[src/rtl/chaser_pkg.sv]
// Shared definitions for the button decoder, chaser and mode-control blocks.
// Holds the button FSM state encodings and a counter-width helper.
package chaser_pkg;

    localparam logic [2:0] BTN_ST_IDLE     = 3'd0;
    localparam logic [2:0] BTN_ST_PRESS_DB = 3'd1;
    localparam logic [2:0] BTN_ST_HELD     = 3'd2;
    localparam logic [2:0] BTN_ST_LONG     = 3'd3;
    localparam logic [2:0] BTN_ST_REL_DB   = 3'd4;

    typedef enum logic [2:0] {
        StIdle    = BTN_ST_IDLE,
        StPressDb = BTN_ST_PRESS_DB,
        StHeld    = BTN_ST_HELD,
        StLong    = BTN_ST_LONG,
        StRelDb   = BTN_ST_REL_DB
    } btn_state_e;

    // Width of a counter that must hold 0 .. n-1; never narrower than one bit.
    function automatic int unsigned cnt_width(input int unsigned n);
        return (n > 1) ? $clog2(n) : 1;
    endfunction

endpackage

[src/rtl/sync_2ff.sv]
// Two-flop synchronizer for a single asynchronous input bit.
// Both flops reset to 0.
module sync_2ff (
    input  logic clk,
    input  logic rst_n,
    input  logic d,
    output logic q
);

    logic meta;

    always_ff @(posedge clk or negedge rst_n) begin
        if (!rst_n) begin
            meta <= 1'b0;
            q    <= 1'b0;
        end else begin
            meta <= d;
            q    <= meta;
        end
    end

endmodule

[src/rtl/button_decoder.sv]
// Debounced pushbutton decoder: registered level plus one-cycle short/long press pulses.
// Press and release must each stay stable for DEBOUNCE_CYCLES synchronized cycles.
module button_decoder
    import chaser_pkg::*;
#(
    parameter int unsigned DEBOUNCE_CYCLES = 60000,
    parameter int unsigned LONG_CYCLES     = 3000000
) (
    input  logic clk,
    input  logic rst_n,
    input  logic btn_n,
    output logic btn_level,
    output logic short_press,
    output logic long_press
);

    localparam int unsigned DbW   = cnt_width(DEBOUNCE_CYCLES);
    localparam int unsigned HoldW = cnt_width(LONG_CYCLES);

    localparam logic [DbW-1:0]   DbLast   = DbW'(DEBOUNCE_CYCLES - 1);
    localparam logic [HoldW-1:0] HoldLast = HoldW'(LONG_CYCLES - 1);

    btn_state_e       state;
    logic [DbW-1:0]   db_cnt;
    logic [HoldW-1:0] hold_cnt;
    logic             long_seen;
    logic             p;

    // The pin is inverted ahead of the synchronizer so the zero reset value of
    // the flops reads as "not pressed"; a single inverter adds no glitch risk.
    sync_2ff u_sync (
        .clk   (clk),
        .rst_n (rst_n),
        .d     (~btn_n),
        .q     (p)
    );

    always_ff @(posedge clk or negedge rst_n) begin
        if (!rst_n) begin
            state       <= StIdle;
            db_cnt      <= '0;
            hold_cnt    <= '0;
            long_seen   <= 1'b0;
            btn_level   <= 1'b0;
            short_press <= 1'b0;
            long_press  <= 1'b0;
        end else begin
            short_press <= 1'b0;
            long_press  <= 1'b0;

            unique case (state)
                StIdle: begin
                    if (p) begin
                        state  <= StPressDb;
                        db_cnt <= '0;
                    end
                end

                StPressDb: begin
                    if (!p) begin
                        state     <= StIdle;
                        long_seen <= 1'b0;
                    end else if (db_cnt == DbLast) begin
                        state     <= StHeld;
                        hold_cnt  <= '0;
                        btn_level <= 1'b1;
                    end else begin
                        db_cnt <= db_cnt + DbW'(1);
                    end
                end

                StHeld: begin
                    if (!p) begin
                        state  <= StRelDb;
                        db_cnt <= '0;
                    end else if (hold_cnt == HoldLast) begin
                        state      <= StLong;
                        long_press <= 1'b1;
                        long_seen  <= 1'b1;
                    end else begin
                        hold_cnt <= hold_cnt + HoldW'(1);
                    end
                end

                StLong: begin
                    if (!p) begin
                        state  <= StRelDb;
                        db_cnt <= '0;
                    end
                end

                // A bounce back to pressed resumes holding; hold_cnt was left untouched.
                StRelDb: begin
                    if (p) begin
                        state <= long_seen ? StLong : StHeld;
                    end else if (db_cnt == DbLast) begin
                        state       <= StIdle;
                        btn_level   <= 1'b0;
                        short_press <= ~long_seen;
                        long_seen   <= 1'b0;
                    end else begin
                        db_cnt <= db_cnt + DbW'(1);
                    end
                end

                default: begin
                    state     <= StIdle;
                    btn_level <= 1'b0;
                    long_seen <= 1'b0;
                end
            endcase
        end
    end

endmodule
[config.mk]
export PLATFORM = sky130hd
export DESIGN_NAME = button_decoder
export DESIGN_NICKNAME = d
export VERILOG_FILES = /design/src/rtl/chaser_pkg.sv /design/src/rtl/sync_2ff.sv /design/src/rtl/button_decoder.sv
export SDC_FILE = /design/constraint.sdc
export NUM_CORES = 1
export LEC_CHECK = 0
export ABC_AREA = 1
export BUFFER_PORTS_ARGS = -buffer_cell sky130_fd_sc_hd__buf_2
export CAP_MARGIN = 20
export CORE_MARGIN = 5
export CORE_UTILIZATION = 30
export CTS_BUF_LIST = sky130_fd_sc_hd__clkbuf_16
export DETAILED_ROUTE_END_ITERATION = 8
export GPL_TIMING_DRIVEN = 0
export PLACE_DENSITY_LB_ADDON = 0.05
export SLEW_MARGIN = 10
export SYNTH_ARGS = -nofsm -noshare
export SYNTH_HDL_FRONTEND = slang
export SYNTH_SLANG_ARGS = --single-unit
[constraint.sdc]
create_clock -name clk -period 1.7 [get_ports clk]
set_input_delay 0.34 -clock clk [delete_from_list [all_inputs] [get_ports clk]]
set_output_delay 0.34 -clock clk [all_outputs]
set_load 0.1 [all_outputs]
# == Word-level counts from Yosys, hierarchy flattened ==
# Cells that the tools add are included.
# word_totals
reg_bits,47
latchBits,0
ram_bits,0
romBits,0
output_inout_bits,3
word_cells,82
n_memories,0
# classes
add_sub_neg,2
multipliers,0
div,0
order_cmp,0
n_eq_ne,20
shifts,0
muxes,36
bitwise,4
n_reduce_logical,11
# op_table
operator,n
$mux W22,4
$mux W16,5
$pmux W16 S4,1
$pmux W22 S2,1
$mux W3,8
$add A22 B1 Y22 const B,1
$eq A22 B22 Y1 const B,1
$reduce_and A5 Y1,4
$add A16 B1 Y16 const B,1
$eq A16 B16 Y1 const B,1
$ne A2 B2 Y1 const B,8
$pmux W3 S5,1
$mux W1,14
$eq A3 B2 Y1 const B,2
$ne A2 B1 Y1 const B,3
$ne A3 B3 Y1 const B,2
$reduce_and A6 Y1,1
$not A1 Y1,4
$pmux W1 S4,1
$reduce_bool A4 Y1,1
$reduce_or A2 Y1,2
$eq A3 B1 Y1 const B,1
$eq A3 B3 Y1 const B,1
$logic_not A3 Y1,1
4 further kinds,4

# == Logic depth before layout (Yosys ltp) ==
# Gate-level depths: netlist of the first run.
# depth
depth_word,4
mapped_depth,11
mapped_depth_nobuf,11

# == Modules after synthesis ==
# Synthesis of the first run repeated with hierarchy kept, for this count alone.
# unflattened
hier_cells,477
area_unflattened_um2,3156.8
# by_module_without_submodules
module,instances,cells_each,area_per_inst_um2
button_decoder,1,475,3106.7
sync_2ff,1,2,50.0

# == Worst setup path before layout of the first run ==
# Ideal clock, no wire load.
# synth_path
kind,register to register
start,reg db_cnt[0]
end,reg db_cnt[4]
setup_ps,118
t_arrival_ps,1415
t_required_ps,1582
path_slack_ps,168
stages_incl_launch_ff,10
path_buffers,1
cell_sequence,dfrtp_1 > ha_1 > nand3_2 > nor2_1 > nand4_1 > inv_1 > nor2_4 > buf_6 > nand2_1 > nand2_1
# synth_between
elab_chain_len,4
word_cells_on_any_way,6
# synth_lines
element,line_no,text
start: declaration,button_decoder.sv:24,logic [DbW-1:0] db_cnt;
start signal: assignment,button_decoder.sv:68,db_cnt <= db_cnt + DbW'(1);
start signal: assignment,button_decoder.sv:102,db_cnt <= db_cnt + DbW'(1);
$add A16 B1 Y16 / $eq A16 B16 Y1 (equally long branches),--,
$mux W16 (*),"button_decoder.sv:63, button_decoder.sv:96",
"$mux W16, on equally long branches","button_decoder.sv:94, button_decoder.sv:60",
$pmux W16 S4 (*),button_decoder.sv:51,unique case (state)
# Every way passes the cells marked *; elsewhere a longest branch is shown, timed or not. The select of a mux whose other input is x is not followed.
# A chain may end at the register's enable or synchronous reset.

# == Final worst setup path of the first run ==
# layout_path
start,reg db_cnt[8]
end,reg hold_cnt[0]
# layout_between
elab_chain_len,3
# layout_lines
element,line_no,text
$eq A16 B16 Y1,button_decoder.sv:63,end else if (db_cnt == DbLast) begin
$ne A2 B2 Y1 (no line),--,
$reduce_and A5 Y1 (no line),--,
end signal: assignment,button_decoder.sv:81,hold_cnt <= hold_cnt + HoldW'(1);
end: declaration,button_decoder.sv:25,logic [HoldW-1:0] hold_cnt;
# No other way between the ends.

==> flow_summary.json, run 1 <==
{
  "status": "finished, final reports clean",
  "period_share_pct": 96.9,
  "min_period_ns": 1.65,
  "skew_ns": 0.00784,
  "dp_hpwl_mm": 5.67,
  "ys_warn_count": 0,
  "vias_per_cell": 4.59,
  "syn_nets": 457,
  "die_w_um": 111,
  "nNetsFinal": 489,
  "drc_errors": 0,
  "ys_types": 33,
  "core_region_area_sq_um": 10200,
  "timing.setup.tns_ns": 0,
  "cap_violations": 0,
  "start_util_pct": 30.3,
  "cts_tree": "yes",
  "cts_buffers": 5,
  "critPathRequiredTime_ns": 1.87,
  "power_w": 0.00435,
  "antenna_found_initial": 0,
  "final-hold-violation-count": 0,
  "synth_seq_cells": 47,
  "num_rows": 37,
  "track_usage_pct": 13.0,
  "path_cells": "inv_1, nand4_1, nor2_2, nand2_2, nand2_4, nand3_4, clkbuf_16, nand2_1, o21ai_0",
  "final_common_cell": "nand2_1",
  "synthCells": 452,
  "vias": 2851,
  "critPathMaxFanout": 5,
  "port_buffers": 5,
  "dp.cells": 594,
  "final_cells": 621,
  "postSynthAreaPerCell_sq_um": 6.83,
  "grt_pass1_wl_mm": 13.3,
  "clk_pin_slew_ns": 0.07,
  "fillerInstances": 1099,
  "drv_slew": 0,
  "powerDensity_nw_per_um2": 1120,
  "rsz0062_at_grt": "true",
  "clockBufferDepth": 2,
  "fin_hold_ws_ns": 0.0359,
  "cpPeakStageDelay_ns": 0.44,
  "holdBufCountCts": 0,
  "peakVddDrop_v": 0.000568,
  "fmax_mhz": 607,
  "multi_input_area_sq_um": 1820,
  "cts_htree_levels": 2,
  "grt_start_max_net_pins": 28,
  "cellLeakagePower_nw": 1.70,
  "regArea_sq_um": 1190,
  "slew_headroom_pct": 63.3,
  "arrival_ns": 1.82,
  "drive_gt1_share_pct": 21.0,
  "tightestPinTransition_ns": 0.551,
  "dieArea_sq_um": 12400,
  "first_pass_iters": 4,
  "startpoint": "db_cnt[8]",
  "crit_buf_inv": 2,
  "cp_top_family": "simple AND/OR/NAND/NOR gates",
  "drt_iter0_markers": 120,
  "final_cell_mix": "nand2_1 (152), inv_1 (44), nor2_1 (44)",
  "first_global_vias": 2681,
  "cts_sinks": 47,
  "critical_path_class": "register to register",
  "worstSkewPairLatency_ns": 0.29,
  "post-synth-top-area-fraction_pct": 38.1,
  "antenna_left": 0,
  "critical_path.slowest_cell": "dfrtp_1",
  "die-height_um": 111,
  "io_pins": 6,
  "root_buffer": "clkbuf_16",
  "endpoint_kind": "register",
  "routed_wl_mm": 8.18,
  "syn_area_sq_um": 3090,
  "synth_seq_area_share_pct": 38.1,
  "diodes": 0,
  "synth_top_area_cell": "dfrtp_1",
  "overflow": 0,
  "min_path_type": "primary input to async pin",
  "setup-violations-final": 0,
  "synth_area_leaders": "dfrtp_1 (38%), nand2_1 (19%), nor2_1 (6.7%)",
  "gp_congestion": 0.822,
  "wire_per_inst_um": 13.2,
  "timing.rr.start": "db_cnt[8]",
  "syn_to_final_growth_pct": 25.6,
  "startpoint_type": "register",
  "final_util_pct": 38.1
}
## final timing paths
path / endpoint / slack (ns) / cells past startpoint
max: hold_cnt[0] / 0.05 / 9
min: hold_cnt[5] / 0.04 / 1
max reg2reg: hold_cnt[0] / 0.05 / 9
min reg2reg: u_sync.q / 0.35 / 0
max in group asynchronous: hold_cnt[2] / 1.11 / 2
min in group clk: u_sync.meta / 0.18 / 2
## state kept, by name, summed over array words and instances (netlist names)
signal and flops:
long_seen 1, db_cnt 16, long_press 1, state 3, u_sync.meta 1, btn_level 1
u_sync.q 1, hold_cnt 22, short_press 1
## synth_stat cells, drive strengths merged
| library cell | count |
|---|---|
| o21ai | 29 |
| nand4 | 14 |
| or2 | 6 |
| nor3 | 9 |
| nor3b | 1 |
| dfrtp | 47 |
| nand3 | 43 |
| a21oi | 2 |
| nand3b | 1 |
| a21o | 1 |
| ha | 2 |
| and2 | 1 |
| xnor2 | 2 |
| buf | 8 |
| clkbuf | 1 |
| nor4 | 1 |
| nor2 | 59 |
| inv | 50 |
| xor2 | 11 |
| o21bai | 3 |
| nand2 | 161 |
## through the flow
step / worst slack [ns] / cell area, sq um
CTS: 0.00434 / 3580
detailed placement: -0.159 / 3300
finish: 0.0526 / 3880
global placement: -0.158 / 3280
floorplan: 0.168 / 3090
global route: -0.0324 / 3880
## what timing repair did
item                       4_1_cts  5_1_grt
pin swaps                        3       11
gates resized for setup          8       49
cloned                           0        3
setup endpoints to repair       36       39
buffers inserted                 8       10
hold endpoints to repair         0        0
## cell type report
cell class	instances	area share, %
buffer	7	2.06
clock buffer	5	3.23
clock inverter	3	1.74
inverter	50	4.84
multi-input combinational	347	47.0
sequential	47	30.6
tap	136	4.39
timing repair buffer	26	6.13
## where the power goes
group / internal [W] / leakage (nW) / switching (W)
sequential: 0.00121 / 0.631 / 0.000110
combinational: 0.000675 / 0.981 / 0.00105
clock: 0.000843 / 0.0900 / 0.000453
total: 0.00273 / 1.70 / 0.00162
## kinds of logic (layout without fill, tap and decap cells)
family / Yosys count / in the layout / synth area share, %
AND/OR/NAND/NOR: 296 / 297 / 42.5
buffers and inverters: 59 / 91 / 8.59
flip-flops: 47 / 47 / 38.1
AO/OA/AOI/OAI: 35 / 35 / 6.36
XOR/XNOR: 13 / 13 / 3.69
adder cells (fa/ha/maj): 2 / 2 / 0.810
## worst reg2reg max path: cells and delay by family (launching register included)
family,cells,cell delay [ns]
flip-flops,1,0.44
AO/OA/AOI/OAI,1,0.07
AND/OR/NAND/NOR,6,0.71
buffers and inverters,2,0.32
## metal layers
layer,track usage (%),vias to the layer above,routed length (um),share of wire (%)
met4,3.33,0,78,0.95
met1,18.8,1317,4270,52
met2,20.1,26,3670,45
li1,-,1500,-,-
met3,2.28,8,158,1.9
met5,0,-,0,0
No activity file was read; power rests on OpenSTA's default activity.
==> run 2: changes to the inputs <==
Settings changed: MAX_ROUTING_LAYER from default to met4.
==> run 2 against run 1 <==
Clock-buffer cell count is the same. Combinational power is essentially flat. Non-clock buffer count is the same. Sequential share of layout area is essentially flat. Wire length shrank 0.39%. Sequential cell count is the same. Hold slack gained 0.00066 ns. Via count shrank 0.14%. Cell area is essentially flat. Sequential power is essentially flat. Utilization is essentially flat. Critical endpoint unchanged. Largest cell class unchanged. Highest routed layer unchanged.
==> flow_summary.json, run 2 (synthesized netlist as in run 1, its figures left out) <==
{
  "nNetsFinal": 489,
  "critical_path_class": "register to register",
  "syn_to_final_growth_pct": 25.7,
  "root_buffer": "clkbuf_16",
  "antenna_found_initial": 0,
  "vias_per_cell": 4.58,
  "drt_iter0_markers": 115,
  "overflow": 0,
  "num_rows": 37,
  "grt_pass1_wl_mm": 13.3,
  "cts_htree_levels": 2,
  "final_cell_mix": "nand2_1 (152), inv_1 (44), nor2_1 (44)",
  "fin_hold_ws_ns": 0.0365,
  "slew_headroom_pct": 63.1,
  "final_common_cell": "nand2_1",
  "grt_start_max_net_pins": 28,
  "cellLeakagePower_nw": 1.70,
  "critical_path.slowest_cell": "dfrtp_1",
  "die_w_um": 111,
  "final_util_pct": 38.1,
  "routed_wl_mm": 8.14,
  "first_global_vias": 2669,
  "drv_slew": 0,
  "min_period_ns": 1.65,
  "cap_violations": 0,
  "startpoint_type": "register",
  "critPathMaxFanout": 5,
  "skew_ns": 0.00546,
  "gp_congestion": 0.835,
  "track_usage_pct": 13.4,
  "path_cells": "inv_1, nand4_1, nor2_2, nand2_2, nand2_4, nand3_4, clkbuf_16, nand2_1, o21ai_0",
  "clk_pin_slew_ns": 0.07,
  "worstSkewPairLatency_ns": 0.29,
  "dp_hpwl_mm": 5.67,
  "first_pass_iters": 4,
  "port_buffers": 5,
  "period_share_pct": 96.8,
  "fmax_mhz": 608,
  "powerDensity_nw_per_um2": 1130,
  "die-height_um": 111,
  "core_region_area_sq_um": 10200,
  "tightestPinTransition_ns": 0.554,
  "peakVddDrop_v": 0.000591,
  "final-hold-violation-count": 0,
  "cpPeakStageDelay_ns": 0.44,
  "largest_reg_flops": 22,
  "power_w": 0.00437,
  "design_area_sq_um": 3880,
  "cts_buffers": 5,
  "critPathRequiredTime_ns": 1.87,
  "cts_sinks": 47,
  "drive_gt1_share_pct": 21.0,
  "wire_per_inst_um": 13.1,
  "reg_top3": "hold_cnt (22), db_cnt (16), state (3)",
  "fillerInstances": 1097,
  "regMostFlops": "hold_cnt",
  "setup-violations-final": 0,
  "dieArea_sq_um": 12400,
  "min_path_type": "primary input to async pin",
  "place_ws_ns": -0.159,
  "drc_errors": 0,
  "diodes": 0,
  "status": "finished, final reports clean",
  "rsz0062_at_grt": "true",
  "endpoint_kind": "register",
  "dpl_cell_area_sq_um": 3300,
  "vias": 2847,
  "cts_tree": "yes",
  "arrival_ns": 1.82,
  "io_pins": 6,
  "start_util_pct": 30.3,
  "clockBufferDepth": 2,
  "antenna_left": 0,
  "setup_ws_ns": 0.0548
}
-- run 2: critical path, delay by kind of cell, from the launching register on --
| family | cells | cell delay [ns] |
|---|---|---|
| compound gates | 1 | 0.07 |
| buf+inv | 2 | 0.32 |
| simple gates | 6 | 0.69 |
| flops | 1 | 0.44 |
-- run 2: cell type report --
class	instances	area [sq um]	share of cell area (%)
repair buffers	26	238	6.12
flip-flops and latches	47	1190	30.6
well taps	136	170	4.38
inverters	50	188	4.83
multi-input cells	347	1820	47.0
clock buffers	5	125	3.22
clock inverters	3	67.6	1.74
plain buffers	7	83.8	2.16
-- run 2: path summary, 6_finish.rpt --
kind / from / end / slack (ns) / cells past startpoint
max: db_cnt[8] / hold_cnt[0] / 0.05 / 9
min: rst_n / hold_cnt[4] / 0.04 / 1
max reg2reg: db_cnt[8] / hold_cnt[0] / 0.05 / 9
min reg2reg: u_sync.meta / u_sync.q / 0.35 / 0
max in group asynchronous: rst_n / hold_cnt[2] / 1.11 / 2
min in group clk: btn_n / u_sync.meta / 0.18 / 2
-- run 2: stage by stage --
step / TNS (ns) / std cells
CTS: 0 / 610
finish: 0 / 621
detailed placement: -3.49 / 594
floorplan: 0 / 452
global placement: -3.57 / 593
global route: -0.240 / 621
-- run 2: per-layer routing --
| layer | share of wire (%) | vias to the layer above | routed length, um | GRT usage (%) |
|---|---|---|---|---|
| li1 | - | 1498 | - | - |
| met1 | 52 | 1312 | 4200 | 18.9 |
| met2 | 45 | 29 | 3660 | 20.1 |
| met3 | 2.5 | 8 | 200 | 2.28 |
| met4 | 0.96 | 0 | 78 | 3.33 |
| met5 | 0 | - | 0 | - |
-- run 2: power breakdown --
part | leakage (nW) | switching [W] | internal [W] | total (W)
Combinational | 0.982 | 0.00106 | 0.000685 | 0.00174
Sequential | 0.631 | 0.000110 | 0.00121 | 0.00133
Clock | 0.0900 | 0.000458 | 0.000843 | 0.00130
-- run 2: what timing repair did --
item,4_1_cts,5_1_grt
hold endpoints to repair,0,0
pin swaps,3,11
gates cloned,0,3
setup buffers,8,10
resized for setup,8,50
hold buffers,0,0
setup endpoints to repair,36,39
